$ cat config.mk
export PLATFORM = sky130hd
export DESIGN_NAME = multicycle_control
export DESIGN_NICKNAME = d
export VERILOG_FILES = /design/src/rtl/multicycle_control.sv
export SDC_FILE = /design/constraint.sdc
export NUM_CORES = 1
export LEC_CHECK = 0
export BUFFER_PORTS_ARGS = -buffer_cell sky130_fd_sc_hd__buf_2
export CAP_MARGIN = 10
export CORE_MARGIN = 4
export CORE_UTILIZATION = 43
export CTS_CLUSTER_DIAMETER = 40
export DETAILED_ROUTE_END_ITERATION = 16
export MAX_ROUTING_LAYER = met4
export PLACE_DENSITY = 0.75
export SYNTH_ARGS = -nofsm -noshare
export SYNTH_HDL_FRONTEND = slang
export SYNTH_SLANG_ARGS = --single-unit
export TNS_END_PERCENT = 10
$ cat constraint.sdc
create_clock -name CLK -period 1.45 [get_ports CLK]
set_input_delay 0.29 -clock CLK [delete_from_list [all_inputs] [get_ports CLK]]
set_output_delay 0.29 -clock CLK [all_outputs]
set_load 0.02 [all_outputs]
$ cat src/rtl/multicycle_control.sv
// Multicycle CPU control unit: sequences IF/ID/EXE/MEM/WB and decodes datapath enables/selects.
// Optional macro ILLEGAL_OP_TRAP_EN: unknown opcodes hold in ID and raise illegal_op.
module multicycle_control #(
    parameter int OPW = 6,
    parameter int STW = 3
) (
    input  logic           CLK,
    input  logic           Reset,
    input  logic [OPW-1:0] opcode,
    input  logic           zero,
    output logic           PCWre,
    output logic           IRWre,
    output logic           InsMemRW,
    output logic           ExtSel,
    output logic           ALUSrcA,
    output logic           ALUSrcB,
    output logic [2:0]     ALUOp,
    output logic [1:0]     RegDst,
    output logic           WrRegDSrc,
    output logic           RegWre,
    output logic           mRD,
    output logic           mWR,
    output logic           DBDataSrc,
    output logic [1:0]     PCSrc,
`ifdef ILLEGAL_OP_TRAP_EN
    output logic           illegal_op,
`endif
    output logic [STW-1:0] state
);

    localparam logic [OPW-1:0] OP_ADD  = 6'b000000;
    localparam logic [OPW-1:0] OP_SUB  = 6'b000001;
    localparam logic [OPW-1:0] OP_ADDI = 6'b000010;
    localparam logic [OPW-1:0] OP_OR   = 6'b010000;
    localparam logic [OPW-1:0] OP_AND  = 6'b010001;
    localparam logic [OPW-1:0] OP_ORI  = 6'b010010;
    localparam logic [OPW-1:0] OP_SLL  = 6'b011000;
    localparam logic [OPW-1:0] OP_SLT  = 6'b100110;
    localparam logic [OPW-1:0] OP_SW   = 6'b110000;
    localparam logic [OPW-1:0] OP_LW   = 6'b110001;
    localparam logic [OPW-1:0] OP_BEQ  = 6'b110100;
    localparam logic [OPW-1:0] OP_J    = 6'b111000;
    localparam logic [OPW-1:0] OP_JR   = 6'b111001;
    localparam logic [OPW-1:0] OP_JAL  = 6'b111010;
    localparam logic [OPW-1:0] OP_HALT = 6'b111111;

    typedef enum logic [STW-1:0] {
        S_IF     = 3'b000,
        S_ID     = 3'b001,
        S_EXE_LS = 3'b010,
        S_MEM    = 3'b011,
        S_WB_LD  = 3'b100,
        S_EXE_BR = 3'b101,
        S_EXE_AL = 3'b110,
        S_WB_AL  = 3'b111
    } state_t;

    state_t cur;

    logic is_rtype, is_alu, is_lw, is_sw, is_beq, is_j, is_jr, is_jal, is_halt, is_jump, known;

    always_comb begin
        is_rtype = (opcode == OP_ADD) || (opcode == OP_SUB) || (opcode == OP_OR) ||
                   (opcode == OP_AND) || (opcode == OP_SLL) || (opcode == OP_SLT);
        is_alu   = is_rtype || (opcode == OP_ADDI) || (opcode == OP_ORI);
        is_lw    = (opcode == OP_LW);
        is_sw    = (opcode == OP_SW);
        is_beq   = (opcode == OP_BEQ);
        is_j     = (opcode == OP_J);
        is_jr    = (opcode == OP_JR);
        is_jal   = (opcode == OP_JAL);
        is_halt  = (opcode == OP_HALT);
        is_jump  = is_j || is_jr || is_jal;
        known    = is_alu || is_lw || is_sw || is_beq || is_jump || is_halt;
    end

`ifdef ILLEGAL_OP_TRAP_EN
    logic illegal_q;
`endif

    always_ff @(posedge CLK or posedge Reset) begin
        if (Reset) begin
            cur <= S_IF;
`ifdef ILLEGAL_OP_TRAP_EN
            illegal_q <= 1'b0;
`endif
        end else begin
            case (cur)
                S_IF:     cur <= S_ID;
                S_ID: begin
                    if (is_jump)              cur <= S_IF;
                    else if (is_halt)         cur <= S_ID;
                    else if (is_beq)          cur <= S_EXE_BR;
                    else if (is_lw || is_sw)  cur <= S_EXE_LS;
                    else if (is_alu)          cur <= S_EXE_AL;
                    else begin
`ifdef ILLEGAL_OP_TRAP_EN
                        cur       <= S_ID;
                        illegal_q <= 1'b1;
`else
                        cur <= S_IF;
`endif
                    end
                end
                S_EXE_AL: cur <= S_WB_AL;
                S_WB_AL:  cur <= S_IF;
                S_EXE_BR: cur <= S_IF;
                S_EXE_LS: cur <= S_MEM;
                S_MEM:    cur <= is_lw ? S_WB_LD : S_IF;
                S_WB_LD:  cur <= S_IF;
                default:  cur <= S_IF;
            endcase
        end
    end

    assign state = cur;

`ifdef ILLEGAL_OP_TRAP_EN
    assign illegal_op = !Reset && (illegal_q || (cur == S_ID && !known));
`endif

    // Decode is combinational on the registered state: the opcode only becomes valid
    // after the IF edge, so ID-stage jump/jal controls cannot be precomputed a cycle early.
    always_comb begin
        PCWre     = 1'b0;
        IRWre     = 1'b0;
        InsMemRW  = 1'b0;
        ExtSel    = 1'b0;
        ALUSrcA   = 1'b0;
        ALUSrcB   = 1'b0;
        ALUOp     = '0;
        RegDst    = '0;
        WrRegDSrc = 1'b0;
        RegWre    = 1'b0;
        mRD       = 1'b0;
        mWR       = 1'b0;
        DBDataSrc = 1'b0;
        PCSrc     = '0;
        if (!Reset) begin
            if (cur == S_IF) begin
                InsMemRW = 1'b1;
                IRWre    = 1'b1;
            end else begin
                ExtSel    = (opcode != OP_ORI);
                ALUSrcA   = (opcode == OP_SLL);
                ALUSrcB   = (opcode == OP_ADDI) || (opcode == OP_ORI) || is_lw || is_sw;
                WrRegDSrc = !is_jal;
                DBDataSrc = is_lw;
                if (is_jal)                                          RegDst = 2'b00;
                else if (is_rtype)                                   RegDst = 2'b10;
                else if ((opcode == OP_ADDI) || (opcode == OP_ORI) || is_lw) RegDst = 2'b01;
                case (opcode)
                    OP_SUB, OP_BEQ: ALUOp = 3'b001;
                    OP_SLL:         ALUOp = 3'b010;
                    OP_OR, OP_ORI:  ALUOp = 3'b011;
                    OP_AND:         ALUOp = 3'b100;
                    OP_SLT:         ALUOp = 3'b110;
                    default:        ALUOp = 3'b000;
                endcase
            end
            case (cur)
                S_ID: begin
`ifdef ILLEGAL_OP_TRAP_EN
                    PCWre = is_jump;
`else
                    PCWre = is_jump || !known;
`endif
                    RegWre = is_jal;
                    if (is_j || is_jal) PCSrc = 2'b11;
                    else if (is_jr)     PCSrc = 2'b10;
                end
                S_EXE_BR: begin
                    PCWre = 1'b1;
                    if (is_beq && zero) PCSrc = 2'b01;
                end
                S_MEM: begin
                    PCWre = is_sw;
                    mRD   = is_lw;
                    mWR   = is_sw;
                end
                S_WB_AL, S_WB_LD: begin
                    PCWre  = 1'b1;
                    RegWre = 1'b1;
                end
                default: ;
            endcase
        end
    end

endmodule

==> summary.txt <==
CTS
  • Largest buffer count on any clock path: 2
  • CTS Buf Count: 3
  • Clk root buf: clkbuf_4
  • TritonCTS clock tree: yes
  • Clk Latency, worst-skew pair: 0.23 ns
  • # clock sinks: 3
  • Worst-path clk slew: 0.04 ns
  • CTS HTree Levels: 1

Timing
  • Tmin final: 1.89 ns
  • RSZ-0062 raised after global routing: true
  • Period utilization: 1.30
  • Worst slew pin tran: 0.277 ns
  • Setup TNS: -4.80 ns
  • Final max-slew violation count: 0
  • Peak Freq: 0.530 GHz
  • Slew margin rel.: 0.815
  • Setup ws final: -0.436 ns
  • Clock skew: 0.000131 ns
  • Fin. Hold Viols: 0
  • Setup-failing EPs final: 18

Worst setup path
  • Reg2reg end: state[1]
  • Worst r2r src: state[2]
  • Worst Setup Start Kind: flip-flop
  • Worst EP required: 1.16 ns
  • Setup crit start: state[2]
  • Worst Reg2Reg Path Length in Cells: 3
  • Critical Path Sink Type: output pin
  • Arr. time, crit path: 1.60 ns
  • Reg-to-reg slack, setup: 0.01 ns
  • WS Path Type: flip-flop to output pin
  • Setup crit end: PCSrc[0]
  • Worst-path fanout max: 4

Cells and area
  • Fraction of layout cells with a size suffix above 1: 0.548
  • Final Cell Area: 0.00125 mm2
  • Final nets: 176
  • Diode count: 0
  • Final Core Density: 0.802
  • Area Growth Syn to Fin: 68.8%
  • Max reg flops: 3
  • Fillers: 104

Synthesis
  • Post-Synthesis Net Count: 115
  • Mapped Area: 741 um2
  • Compound-gate portion of the synthesized area: 0.331
  • Mux share of post-synthesis cell area: 0
  • Post-Synthesis Cells: 106
  • Post-synthesis xor/xnor area fraction: 0.0236
  • Syn avg cell area: 6.99 um2
  • Post-synthesis sequential area ratio: 0.101
  • Ys flop type: dfrtp_1
  • FF+latch count, synth: 3
  • Asr flop ratio synth: 1.00
  • Ys Warns: 0
  • Combinational family with the most area after synthesis: simple AND/OR/NAND/NOR gates
  • EDFF count, synth: 0
  • Post-Synth Adder-Cell Area: 0
  • Yosys cell types: 46
  • Post-synthesis simple-gate area fraction: 0.409

Flow run
  • MaxCap Viol Count: 0

Detailed routing
  • Via count: 1087
  • Residual DRC: 0
  • Vias/cell: 5.97
  • DR WL/cell: 17.3 um
  • Initial DRC count: 56
  • ANT nets after route: 0
  • Final WL: 3150 um
  • Pre-antenna DRT Iters: 4

Power and ir drop
  • Flop pwr share: 0.110
  • Pwr dens: 1220 mW/mm2
  • Worst-case vdd ir drop: 0.00125 V
  • Final Power: 1520 uW
  • Leakage power: 0.000578 uW
  • Switching power as a share of total power: 0.477
  • Logic pwr share: 0.795
  • Pint: 795 uW
  • Clock share of power: 0.095
  • P_sw: 725 uW

Placed design
  • Post-DP Area: 0.00115 mm2
  • Global placer's final weighted congestion: 0.961
  • Buffers added on ports: 29
  • Placed wire-length estimate: 2190 um

Die
  • Die ar.: 0.00245 mm2
  • Starting density of the core: 0.475
  • Die Ht: 49.5 um
  • Core box area: 0.00156 mm2
  • Die extent in x: 49.5 um
  • Boundary pin count: 30
  • Number of cell rows: 14

Global route
  • Vias in the first global route: 1066
  • Total GRT Usage: 0.257
  • Remaining Overflow, GRT: 0
  • First-pass GRT wire length: 4910 um
  • Pin count of the biggest net entering global routing: 14
  • Antenna violations before repair: 0

Outcome
  • Status: finished, violations left
  • Violated checks: setup timing

Worst hold path
  • Worst hold path class: input pin to async pin
kinds of logic after synthesis:
logic type      after synthesis
compound gates               30
xor+xnor                      2
buf+inv                      16
flops                         3
simple gates                 55
placed cells by master (no fill, tap or decap), drive strengths merged, types with 2 or more instances in the layout:
cell type  synthesis  layout
buf                8      68
nor2              15      15
a21oi              9       9
nor3               9       9
nand2              7       7
nand3              4       4
or3                4       4
clkbuf             4       4
inv                3       3
nand4b             3       3
nand2b             3       3
a31oi              3       3
dfrtp              3       3
xnor2              2       2
a2111oi            2       2
o21ai              2       2
a211oi             2       2
nor4               2       2
metrics by stage:
stage	std cells	hold slack, ns	worst slack (ns)
global placement	176	0.276	-0.375
detailed placement	176	0.274	-0.389
CTS	182	0.0321	-0.378
finish	182	0.0411	-0.436
global route	182	0.0524	-0.486
floorplan	106	0.0453	-0.302
worst min path at each step:
stage	slack, ns	cells past startpoint	end	start
3_5_place_dp	0.27	3	state[0]	Reset
4_1_cts	0.03	3	state[0]	Reset
5_1_grt	0.05	3	state[0]	Reset
2_1_floorplan	0.05	1	state[0]	Reset
3_3_place_gp	0.28	3	state[0]	Reset
6_report	0.04	3	state[2]	Reset
cell type report:
class / instances / area (um2) / area share
Clock buffer: 4 / 26.3 / 0.0210
Multi-Input combinational cell: 87 / 642 / 0.514
Tap cell: 16 / 20.0 / 0.0160
Timing Repair Buffer: 68 / 470 / 0.376
Inverter: 4 / 15.0 / 0.0120
Sequential cell: 3 / 76.3 / 0.0611
Yosys cell counts (all sizes together), types with 2 or more instances:
cell type  number  share of area
a2111oi         2          0.041
a211oi          2          0.027
a21oi           9          0.061
a31oi           3          0.034
buf             8          0.090
clkbuf          4          0.025
dfrtp           3           0.10
inv             3          0.015
nand2           7          0.035
nand2b          3          0.025
nand3           4          0.027
nand4b          3          0.035
nor2           15          0.076
nor3            9          0.068
nor4            2          0.017
o21ai           2          0.019
or3             4          0.034
xnor2           2          0.024
worst max-delay path, cell delays in order, from the launching register on:
cell     delay (ns)
dfrtp_2        0.43
or3b_4         0.45
nor2_4         0.10
a31oi_1        0.06
nor3_2         0.15
buf_4          0.17
timing repair:
| item | in CTS | in global routing |
|---|---|---|
| endpoints found under the setup margin | 18 | 19 |
| hold buffers | 0 | 0 |
| setup buffers | 2 | 0 |
| pin swaps | 4 | 0 |
| gates resized for setup | 14 | 5 |
layer usage:
layer / track usage / part of all wire
met5: - / 0
met4: 0.0737 / 0.022
met3: 0.0241 / 0.060
met2: 0.462 / 0.53
met1: 0.303 / 0.39
power groups by stage:
stage               combinational (uW)  sequential (uW)  clock (uW)
floorplan                          619              194           0
global placement                  1040              163           0
detailed placement                1080              168           0
CTS                               1170              163         150
global route                      1280              171         157
finish                            1210              167         144
Note: power is estimated with default switching activity, not from simulation.
